**src/rtl/hazard_stall_controller.sv**
```systemverilog
// Purpose : pipeline interlock sequencer (load-use bubble, data-memory wait freeze, mispredict squash).
// Latency : controls are combinational from state+inputs (same cycle); state/counters update on clk.
// Backpr. : data-memory wait freezes the whole pipe until dmem_ready; a wait past MEM_TIMEOUT locks in ERR.
//
// Ports:
//   clk, rst_n                  clock, asynchronous active-low reset
//   ID_rs1/ID_rs2/ID_uses_rs2   source registers of the instruction in ID
//   EX_MemRead/EX_RegWriteAddr  load flag and destination of the instruction in EX
//   MEM_MemAccess, dmem_ready   data-memory access present in MEM, and its completion
//   EX_mispredict               branch in EX resolved mispredicted
//   dmem_req                    data-memory request valid
//   pc_hold, *_hold             pipeline register / PC keeps its value
//   IF_ID_flush, *_bubble       pipeline register loads a NOP
//   mem_timeout                 sticky data-memory timeout flag
//   stall_cycles                saturating count of cycles with pc_hold asserted

module hazard_stall_controller #(
    parameter int unsigned MEM_TIMEOUT = 255,
    parameter int unsigned CNT_W       = 16
) (
    input  logic             clk,
    input  logic             rst_n,
    input  logic [4:0]       ID_rs1,
    input  logic [4:0]       ID_rs2,
    input  logic             ID_uses_rs2,
    input  logic             EX_MemRead,
    input  logic [4:0]       EX_RegWriteAddr,
    input  logic             MEM_MemAccess,
    input  logic             dmem_ready,
    input  logic             EX_mispredict,
    output logic             dmem_req,
    output logic             pc_hold,
    output logic             IF_ID_hold,
    output logic             IF_ID_flush,
    output logic             ID_EX_hold,
    output logic             ID_EX_bubble,
    output logic             EX_MEM_hold,
    output logic             MEM_WB_bubble,
    output logic             mem_timeout,
    output logic [CNT_W-1:0] stall_cycles
);

    // Wait counter must be able to hold MEM_TIMEOUT itself.
    localparam int unsigned              WCNT_W      = (MEM_TIMEOUT < 2) ? 1 : $clog2(MEM_TIMEOUT + 1);
    localparam logic [WCNT_W-1:0]        TIMEOUT_VAL = WCNT_W'(MEM_TIMEOUT);
    localparam logic [WCNT_W-1:0]        WCNT_ONE    = WCNT_W'(1);
    localparam logic [CNT_W-1:0]         CNT_MAX     = {CNT_W{1'b1}};
    localparam logic [CNT_W-1:0]         CNT_ONE     = CNT_W'(1);

    typedef enum logic [1:0] {
        ST_RUN      = 2'd0,
        ST_MEM_WAIT = 2'd1,
        ST_ERR      = 2'd2
    } state_t;

    state_t             r_state;
    logic [WCNT_W-1:0]  r_wait_cnt;
    logic               r_mem_timeout;
    logic [CNT_W-1:0]   r_stall_cycles;

    // Hazard detection
    logic w_mem_stall;
    logic w_rd_nz;
    logic w_rs1_hit;
    logic w_rs2_hit;
    logic w_load_use;

    assign w_mem_stall = MEM_MemAccess && !dmem_ready;
    // x0 is hard-wired zero, so a load targeting it never creates a dependency.
    assign w_rd_nz     = (EX_RegWriteAddr != 5'd0);
    assign w_rs1_hit   = (EX_RegWriteAddr == ID_rs1);
    assign w_rs2_hit   = ID_uses_rs2 && (EX_RegWriteAddr == ID_rs2);
    assign w_load_use  = EX_MemRead && w_rd_nz && (w_rs1_hit || w_rs2_hit);

    // Control class decode: freeze, squash or load-use stall (mutually exclusive).
    logic              w_freeze;
    logic              w_squash;
    logic              w_lu_stall;
    state_t            w_state_nxt;
    logic [WCNT_W-1:0] w_wait_nxt;
    logic              w_timeout_set;

    always_comb begin
        w_freeze      = 1'b0;
        w_squash      = 1'b0;
        w_lu_stall    = 1'b0;
        w_state_nxt   = r_state;
        w_wait_nxt    = r_wait_cnt;
        w_timeout_set = 1'b0;

        case (r_state)
            ST_RUN: begin
                if (w_mem_stall) begin
                    w_freeze    = 1'b1;
                    w_state_nxt = ST_MEM_WAIT;
                    w_wait_nxt  = WCNT_ONE;
                end else if (EX_mispredict) begin
                    // The ID instruction is squashed, so its load-use hazard is moot.
                    w_squash = 1'b1;
                end else if (w_load_use) begin
                    w_lu_stall = 1'b1;
                end
            end

            ST_MEM_WAIT: begin
                if (dmem_ready) begin
                    // Access completes: apply whatever EX/ID hazard was held during the wait.
                    w_state_nxt = ST_RUN;
                    w_wait_nxt  = '0;
                    if (EX_mispredict) begin
                        w_squash = 1'b1;
                    end else if (w_load_use) begin
                        w_lu_stall = 1'b1;
                    end
                end else begin
                    w_freeze = 1'b1;
                    if (r_wait_cnt == TIMEOUT_VAL) begin
                        w_state_nxt   = ST_ERR;
                        w_timeout_set = 1'b1;
                    end else begin
                        w_wait_nxt = r_wait_cnt + WCNT_ONE;
                    end
                end
            end

            ST_ERR: begin
                w_freeze = 1'b1;
            end

            default: begin
                // Unreachable encoding: park the pipe and lock up like a timeout.
                w_freeze    = 1'b1;
                w_state_nxt = ST_ERR;
            end
        endcase
    end

    // Ungated PC hold drives the stall counter; flops are in reset anyway while rst_n is low.
    logic w_pc_hold_raw;
    assign w_pc_hold_raw = w_freeze || w_lu_stall;

    // Outputs are forced low during reset so the combinational input paths
    // cannot hold the pipe while the controller itself is being reset.
    assign pc_hold       = rst_n && w_pc_hold_raw;
    assign IF_ID_hold    = rst_n && (w_freeze || w_lu_stall);
    assign IF_ID_flush   = rst_n && w_squash;
    assign ID_EX_hold    = rst_n && w_freeze;
    assign ID_EX_bubble  = rst_n && (w_squash || w_lu_stall);
    assign EX_MEM_hold   = rst_n && w_freeze;
    assign MEM_WB_bubble = rst_n && w_freeze;
    assign dmem_req      = rst_n && MEM_MemAccess && (r_state != ST_ERR);

    assign mem_timeout   = r_mem_timeout;
    assign stall_cycles  = r_stall_cycles;

    always_ff @(posedge clk or negedge rst_n) begin
        if (!rst_n) begin
            r_state        <= ST_RUN;
            r_wait_cnt     <= '0;
            r_mem_timeout  <= 1'b0;
            r_stall_cycles <= '0;
        end else begin
            r_state    <= w_state_nxt;
            r_wait_cnt <= w_wait_nxt;
            if (w_timeout_set) begin
                r_mem_timeout <= 1'b1;
            end
            if (w_pc_hold_raw && (r_stall_cycles != CNT_MAX)) begin
                r_stall_cycles <= r_stall_cycles + CNT_ONE;
            end
        end
    end

endmodule

```
**config.mk**
```make
export PLATFORM = sky130hd
export DESIGN_NAME = hazard_stall_controller
export DESIGN_NICKNAME = d
export VERILOG_FILES = /design/src/rtl/hazard_stall_controller.sv
export SDC_FILE = /design/constraint.sdc
export NUM_CORES = 1
export LEC_CHECK = 0
export CAP_MARGIN = 40
export CORE_MARGIN = 3
export CORE_UTILIZATION = 47
export DETAILED_ROUTE_END_ITERATION = 12
export GPL_ROUTABILITY_DRIVEN = 0
export PLACE_DENSITY = 0.76
export RECOVER_POWER = 50
export SKIP_CTS_REPAIR_TIMING = 1
export SLEW_MARGIN = 20
export SYNTH_ARGS = -nofsm -noshare
export SYNTH_HDL_FRONTEND = slang
export SYNTH_SLANG_ARGS = --single-unit
```
**constraint.sdc**
```tcl
create_clock -name clk -period 4.81 [get_ports clk]
set_clock_uncertainty 0.2 [all_clocks]
set_input_delay 1.443 -clock clk [delete_from_list [all_inputs] [get_ports clk]]
set_output_delay 1.443 -clock clk [all_outputs]
set_load 0.01 [all_outputs]
```
**After elaboration in Yosys (flattened, before gate mapping)**

Cells that the tools add are included.

- Register bits after elaboration: 27
- Bits of input ports: 22
- Output and inout port bits: 25
- Word-level logic and storage cells: 60

- Add/sub/neg operators: 2
- Eq/ne operators: 10
- Multiplexer cells: 23
- Bitwise logic cells: 1
- Reduce and logical (&&, ||, !) cells: 20

Operator list:

| cell | number |
|---|---|
| 2-to-1 mux 8 bit | 3 |
| adder 16 x 1 -> 16 bit, second input constant | 1 |
| inequality test 16 bit, second input constant | 1 |
| one-hot mux 8 bit (2 select lines) | 1 |
| 2-to-1 mux 1 bit | 12 |
| logical AND 1 bit | 11 |
| == test 5 bit | 2 |
| adder 8 x 1 -> 8 bit, second input constant | 1 |
| == test 8 bit, second input constant | 1 |
| 2-to-1 mux 2 bit | 3 |
| inequality test 3 bit, second input constant | 2 |
| one-hot mux 1 bit (2 select lines) | 3 |
| one-hot mux 2 bit (3 select lines) | 1 |
| AND reduction 3 bit | 2 |
| nonzero test 5 bit | 1 |
| inequality test 2 bit, second input constant | 2 |
| logical OR 1 bit | 3 |
| == test 2 x 1 -> 1 bit, second input constant | 1 |
| == test 2 bit, second input constant | 1 |
| zero test 2 bit | 1 |
| nonzero test 2 bit | 1 |
| zero test 1 bit | 1 |
| NOT 1 bit | 1 |

**Logic depth before layout (Yosys ltp)**

Gate-level depths: netlist (run 1).

- Word-level depth: 10
- Gate-level depth with buffers: 8
- Depth with buffers taken out: 7

**Worst setup path after synthesis (run 1)**

OpenSTA, ideal clock, no wires.

- Path kind: input-to-output
- Start point: in EX_RegWriteAddr[3]
- End point: out pc_hold
- Arrival time: 2.699 ns
- Data required time: 3.167 ns
- Slack: 0.468 ns
- Stages on the path: 6
- Buffers on the path: 1
- Cells stage by stage: xor2_1 -> nor4_2 -> a32oi_1 -> o21ai_0 -> and2_1 -> buf_4

- Word-level cells in the longest chain between the ends: 10
- Elaborated cells between the ends (all ways): 14
- Those cells by class: eq/ne: 2; mux: 5; reduce/logical: 7

RTL lines:

| element | RTL line | RTL |
|---|---|---|
| start: declaration | 27 | `input logic [4:0] EX_RegWriteAddr,` |
| == test 5 bit | 72 | `assign w_rs2_hit = ID_uses_rs2 && (EX_RegWriteAddr == ID_rs2);` |
| logical AND 1 bit | 72 |  |
| logical OR 1 bit | 73 | `assign w_load_use = EX_MemRead && w_rd_nz && (w_rs1_hit \|\| w_rs2_hit);` |
| logical AND 1 bit (*) | 73 |  |
| 2-to-1 mux 1 bit (*) | 100, 112 |  |
| 2-to-1 mux 1 bit (*) | 110 | `if (EX_mispredict) begin` |
| 2-to-1 mux 1 bit (on tied branches) | 106, 93 |  |
| one-hot mux 1 bit (2 select lines) (*) | 91 | `case (r_state)` |
| logical OR 1 bit (*) | n/a |  |
| logical AND 1 bit (*) | n/a |  |
| end: declaration | 32 | `output logic pc_hold,` |

Mark *: on every way between the ends. The rest lies on a longest branch, timed or not.

**Worst setup path after layout (run 1)**

- Start point: in ID_rs2[3]
- End point: out ID_EX_bubble

- Word-level cells in the longest chain between the ends: 10
- Elaborated cells between the ends (all ways): 11
- Those cells by class: eq/ne: 1; mux: 5; reduce/logical: 5

RTL lines:

| element | RTL line | RTL |
|---|---|---|
| start: declaration | 24 | `input logic [4:0] ID_rs2,` |
| == test 5 bit (*) | 72 |  |
| logical AND 1 bit (*) | 72 |  |
| logical OR 1 bit (*) | 73 |  |
| logical AND 1 bit (*) | 73 |  |
| 2-to-1 mux 1 bit (*) | 100, 112 |  |
| 2-to-1 mux 1 bit (*) | 110 |  |
| 2-to-1 mux 1 bit (on tied branches) | 106, 93 |  |
| one-hot mux 1 bit (2 select lines) (*) | 91 |  |
| logical OR 1 bit (*) | 148 | `assign ID_EX_bubble = rst_n && (w_squash \|\| w_lu_stall);` |
| logical AND 1 bit (*) | 148 |  |
| end: declaration | 36 | `output logic ID_EX_bubble,` |

Marked as above.

==> impl_results.md, run 1 <==
* WL final at 3670 microns
* R2R Path Start: r_state[0]
* Nets at approximately 240
* Register-to-register setup slack at 2.52 ns
* Peak VDD IR at about 0.00026 V
* # fillers at 258
* Syn Nets at ~190
* CP max FO at 3
* Syn Area/Cell at roughly 9.9 sq um
* Worst path max stage delay at 0.43 ns
* Core ar. at 3150 sq um
* # port buffers at 46
* Leak at 0.999 nW
* Hpwl dp at 2840 microns
* Worst r2r path cells at 6
* Final Worst Setup Slack at 0.120 ns
* Htree depth at 1
* Main synth FF type: dfrtp_1
* Vias at 1416
* Avg Vias per Cell at about 5.5
* Initial Utilization at 0.505
* Vias in the first global route at about 1400
* Peak Freq at 213 MHz
* Number of inserted diodes at 0
* CTS clk-pin slew, worst paths at around 0.14 ns
* Share of layout cells above drive strength 1 at 0.136
* CTS tree: built
* Clock Tree Root: clkbuf_4
* Worst slew pin tran at 1.43 ns
* Final Hold Viols at 0
* Hold EP: stall_cycles[11]
* Mapped Cells at roughly 160
* Type of the most critical hold path: reg2reg
* Placed Area at 2120 sq um
* Global-route wire length before repair at 6230 microns
* Type of origin of the critical path: input port
* Die area at 4120 sq um
* DP Worst Slack at -0.385 ns
* Chip Height at 64.2 microns
* Number of CTS-inserted buffers at 3
* Reg-to-reg endpoint: r_wait_cnt[2]
* Largest net degree at the start of global routing at 28
* Number of synthesized flops with an enable pin at 0
* Clk_lat worst skew at 0.33 ns
* Mapped Area at 1590 sq um
* CP max-delay cell: clkdlybuf4s50_1
* Area delta synth->final at 36.2%
* Clk sink count at 27
* Initial DRC Count at 98
* Asr flop ratio synth at 1.00
* Yosys warning count at 0
* Post-layout instance area at 2170 sq um
* Pwr per Cell Area at 292 nW/um^2
* Drc violations at 0
* Required time worst endpoint at 3.17 ns
* Gr usage total at 0.189
* # IOs at 47
* Worst Min Path Start: stall_cycles[11]
* Most frequent CP cell: nor2_1
* Outcome: complete, no violations
* Pre-Repair DR Iteration Count at 4
* Fin. max-slew vios at 0
* Row count at 20
* Crit path arrival time at 3.05 ns
* Yosys cell types at 43
* Max-cap check violation count at 0
* Hold depth at 1
* Minimum clock period at 4.69 ns
* RSZ-0062 raised after global routing: false
* Post-route ant nets at 0
* Crit Path Class: in2out
* Max clock buf depth at 2
* Wire per inst at 14.2 microns
* Flops & latches, synth at 27
* Crit share post-route at 0.975
* Final-report setup violation count at 0
* Sequential fraction of the synthesis area at 0.424
* GRT Residual Overflow at 0
* Final core utilization at 0.688
* Crit-path cells: clkdlybuf4s50_1, xor2_1, nor4_2, a32oi_1, nor2_1, nor2_1, nor4b_2, buf_2
* Initial antenna violation count at 0
* CP endpoint kind: primary output
* Die X at around 64 microns
* Worst slew margin at 0.0437
## critical path, delay by kind of cell
kind                      cells  cell delay, ns
xor gates and xnor gates      1            0.16
AOI/OAI and AO/OA             1            0.17
and+or+nand+nor               4            0.67
buffers and inverters         2            0.60
## Yosys cell counts, drive strengths merged, types with 2 or more instances
cell type | number | share of area
nand4 | 2 | 0.0079
or3 | 2 | 0.0079
nor3 | 10 | 0.038
dfrtp | 27 | 0.42
o21ai | 9 | 0.031
nand2 | 9 | 0.021
xor2 | 20 | 0.11
mux2 | 3 | 0.021
inv | 3 | 0.0071
nor4b | 2 | 0.015
nand3 | 11 | 0.042
nor2b | 3 | 0.012
and3 | 8 | 0.032
nand2b | 2 | 0.0079
nor2 | 14 | 0.033
ha | 2 | 0.016
buf | 6 | 0.029
nor4 | 3 | 0.024
o31ai | 5 | 0.024
a21oi | 3 | 0.0094
or2 | 3 | 0.012
## metrics by stage
| step | std cells | total power (W) | TNS [ns] | hold WS [ns] |
|---|---|---|---|---|
| global placement | 253 | 0.000540 | -0.994 | 0.255 |
| finish | 258 | 0.000634 | 0 | 0.296 |
| CTS | 257 | 0.000649 | -1.17 | 0.301 |
| floorplan | 161 | 0.000415 | 0 | 0.247 |
| detailed placement | 253 | 0.000547 | -1.12 | 0.274 |
| global route | 258 | 0.000672 | 0 | 0.320 |
## logic make-up after synthesis
kind of cell,Yosys count,share of synthesized area
AOI/OAI and AO/OA,25,0.109
xor gates and xnor gates,21,0.115
adders and majority gates,2,0.0157
buffers and inverters,9,0.0361
DFF,27,0.424
muxes,3,0.0212
and+or+nand+nor,74,0.278
## state kept, by name, summed over array words and instances, names as in the netlist
signal	flops
stall_cycles	16
r_wait_cnt	8
r_state	2
mem_timeout	1
## layout by cell type, fill, tap and decap left out, types with 2 or more instances in the layout
cell type	Yosys	final
o21ai_0	8	7
nor2_1	14	14
dfrtp_1	27	27
or2_2	2	2
and3_1	7	7
buf_4	4	7
nand2b_1	2	2
inv_1	3	3
xor2_1	20	20
nor2b_1	3	3
nor4_2	3	3
nand4_1	2	2
mux2_2	3	3
dlymetal6s2s_1	0	6
nor3_1	9	9
clkdlybuf4s50_1	0	27
ha_1	2	2
clkbuf_4	0	3
a21oi_1	3	3
clkbuf_1	0	2
dlygate4sd3_1	0	12
nand2_1	9	9
nand3_1	10	10
or3_1	2	2
o31ai_1	5	5
nor4b_2	1	2
## layout make-up
| cell class | instances | area [sq um] | area share |
|---|---|---|---|
| clock inverters | 1 | 5.00 | 0.00231 |
| clock buffers | 3 | 22.5 | 0.0104 |
| flip-flops and latches | 27 | 676 | 0.311 |
| multi-input cells | 125 | 870 | 0.401 |
| inverters | 3 | 11.3 | 0.00519 |
| well taps | 44 | 55.1 | 0.0254 |
| repair buffers | 55 | 531 | 0.245 |
## how the worst max path moves through the flow
stage / slack (ns) / startpoint / cells after the start / to
floorplan: 0.47 / EX_RegWriteAddr[3] / 6 / pc_hold
CTS: -0.39 / EX_RegWriteAddr[3] / 7 / IF_ID_hold
detailed placement: -0.39 / EX_RegWriteAddr[3] / 8 / ID_EX_bubble
finish: 0.12 / ID_rs2[3] / 8 / ID_EX_bubble
global placement: -0.33 / EX_RegWriteAddr[3] / 7 / IF_ID_hold
global route: 0.02 / ID_rs2[3] / 8 / ID_EX_bubble
## layer usage
layer / global-route usage / up-vias / share of wire
li1: - / 685 / -
met1: 0.254 / 680 / 0.45
met2: 0.315 / 45 / 0.50
met3: 0.0246 / 6 / 0.041
met4: 0.0580 / 0 / 0.016
met5: 0 / - / 0
## where the power goes
part / leakage, nW / switching [W] / total, W / internal (W)
Clock: 0.0177 / 0.0000688 / 0.000100 / 0.0000313
Sequential: 0.347 / 0.0000511 / 0.000318 / 0.000267
Combinational: 0.634 / 0.0000936 / 0.000216 / 0.000122
Total: 0.999 / 0.000213 / 0.000634 / 0.000420
No activity file was read; power rests on OpenSTA's default activity.
==> inputs of run 2 (changes only) <==
Settings changed: SLEW_MARGIN 20 to 0.
==> results of run 2 <==
Same layout as run 1: the final DEF is identical, and so are final timing and power.
==> inputs of run 3 (changes only) <==
Settings changed: MAX_ROUTING_LAYER set to met4.
==> run 3 against run 2 <==
Global-route usage grew 0.52 points; register-to-register slack about the same; hold slack worse by 0.00075 ns; final area is the same; die area is the same; clock power is essentially flat; flip-flop and latch count did not move; critical path depth fell by 3; wire length is essentially flat; maximum frequency about the same; sequential power hardly changed.
==> impl_results.md, run 3 (same netlist as run 1, synthesis figures left out) <==
* Type of origin of the critical path: input port
* Htree depth at 1
* RSZ-0062 raised after global routing: false
* Pwr per Cell Area at between 200 and 300 nW/um^2
* Type of the most critical hold path: reg2reg
* # fillers at 258
* Fin. max-slew vios at 0
* Nets at roughly 240
* Placed Area at between 2000 and 2500 sq um
* Final core utilization at 0.688
* Worst path max stage delay at 0.58 ns
* Crit share post-route at 0.975
* Final Worst Setup Slack at 0.120 ns
* Hold depth at 1
* Required time worst endpoint at 3.17 ns
* Gr usage total at 0.194
* Crit Path Class: in2out
* Peak VDD IR at 0.000260 V
* Clock Tree Root: clkbuf_4
* Initial DRC Count at 93
* Final Hold Viols at 0
* Final-report setup violation count at 0
* Met2 WL at 1830 microns
* Area delta synth->final at 36.2%
* # IOs at 47
* Chip Height at approximately 64 microns
* Max-cap check violation count at 0
* CTS clk-pin slew, worst paths at roughly 0.15 ns
* GRT Residual Overflow at 0
* Pre-Repair DR Iteration Count at 4
* Worst r2r path cells at 6
* Avg Vias per Cell at between 5 and 6
* Leak at 1.00 nW
* # port buffers at 46
* Hpwl dp at 2840 microns
* Number of CTS-inserted buffers at 3
* Largest net degree at the start of global routing at 28
* Core ar. at 3150 sq um
* Most frequent cells in the layout: clkdlybuf4s50_1, dfrtp_1, xor2_1, nor2_1, dlygate4sd3_1
* Global-route wire length before repair at 6230 microns
* Clk_lat worst skew at roughly 0.33 ns
* Die area at 4120 sq um
* WL final at 3670 microns
* Minimum clock period at 4.69 ns
* Crit path arrival time at 3.05 ns
* Vias in the first global route at 1374
* Drc violations at 0
* CTS tree: built
* DP Worst Slack at -0.385 ns
* Largest register FFs at 16
* CP endpoint kind: primary output
* Post-Route Setup TNS at 0 ns
* Max Used Layer: met4
* Share of layout cells above drive strength 1 at 0.136
* Post-route ant nets at 0
* Initial Utilization at 0.505
* Max clock buf depth at 2
* Met1 wire length at 1680 microns
* CP max FO at 3
* Number of inserted diodes at 0
* Vias at 1410
* Peak Freq at 213 MHz
* Metal3 WL at 108 microns
* Row count at 20
* Worst slew margin at 0.0446
* Initial antenna violation count at 0
* Worst slew pin tran at 1.43 ns
* Crit-path cells: dlygate4sd3_1, nor2_1, buf_4, nor4bb_1, clkdlybuf4s50_1
* Wire per inst at 14.2 microns
* Post-layout instance area at 2170 sq um
* Outcome: complete, no violations
* Die X at around 64 microns
* CP max-delay cell: clkdlybuf4s50_1
* Clk sink count at 27
[run 3: cell counts in the layout (fill, tap and decap cells not counted)]
Identical to the previous run, type by type.
[run 3: power by group]
group | switching, W | total [W] | internal [W]
clock | 0.0000693 | 0.000101 | 0.0000313
combinational | 0.0000937 | 0.000217 | 0.000124
sequential | 0.0000513 | 0.000318 | 0.000267
total | 0.000214 | 0.000636 | 0.000422
[run 3: final timing paths]
check / startpoint / endpoint / slack (ns)
min: stall_cycles[11] / stall_cycles[11] / 0.30
min reg2reg: stall_cycles[11] / stall_cycles[11] / 0.30
max in group asynchronous: rst_n / stall_cycles[5] / 1.51
max: dmem_ready / IF_ID_flush / 0.12
max reg2reg: r_state[0] / r_wait_cnt[2] / 2.52
min in group asynchronous: rst_n / r_state[1] / 2.08
[run 3: through the flow]
stage,instances,hold WS (ns),power [W]
5_1_grt,258,0.320,0.000674
4_1_cts,257,0.301,0.000649
2_1_floorplan,161,0.247,0.000415
6_report,258,0.295,0.000636
3_3_place_gp,253,0.255,0.000540
3_5_place_dp,253,0.274,0.000547
[run 3: area by class of cell]
type,count,area [sq um],area share
Multi-Input combinational cell,125,870,0.401
Sequential cell,27,676,0.311
Timing Repair Buffer,55,531,0.245
Tap cell,44,55.1,0.0254
Clock buffer,3,22.5,0.0104
Inverter,3,11.3,0.00519
Clock inverter,1,5.00,0.00231
[run 3: per-layer routing]
metal,vias to the layer above,track usage
li1,685,-
met1,684,0.256
met2,35,0.315
met3,6,0.0211
met4,0,0.0580
met5,-,-
[run 3: worst max-delay path: cells and delay by family]
kind | cells | cell delay, ns
buf+inv | 3 | 1.27
simple gates | 2 | 0.32
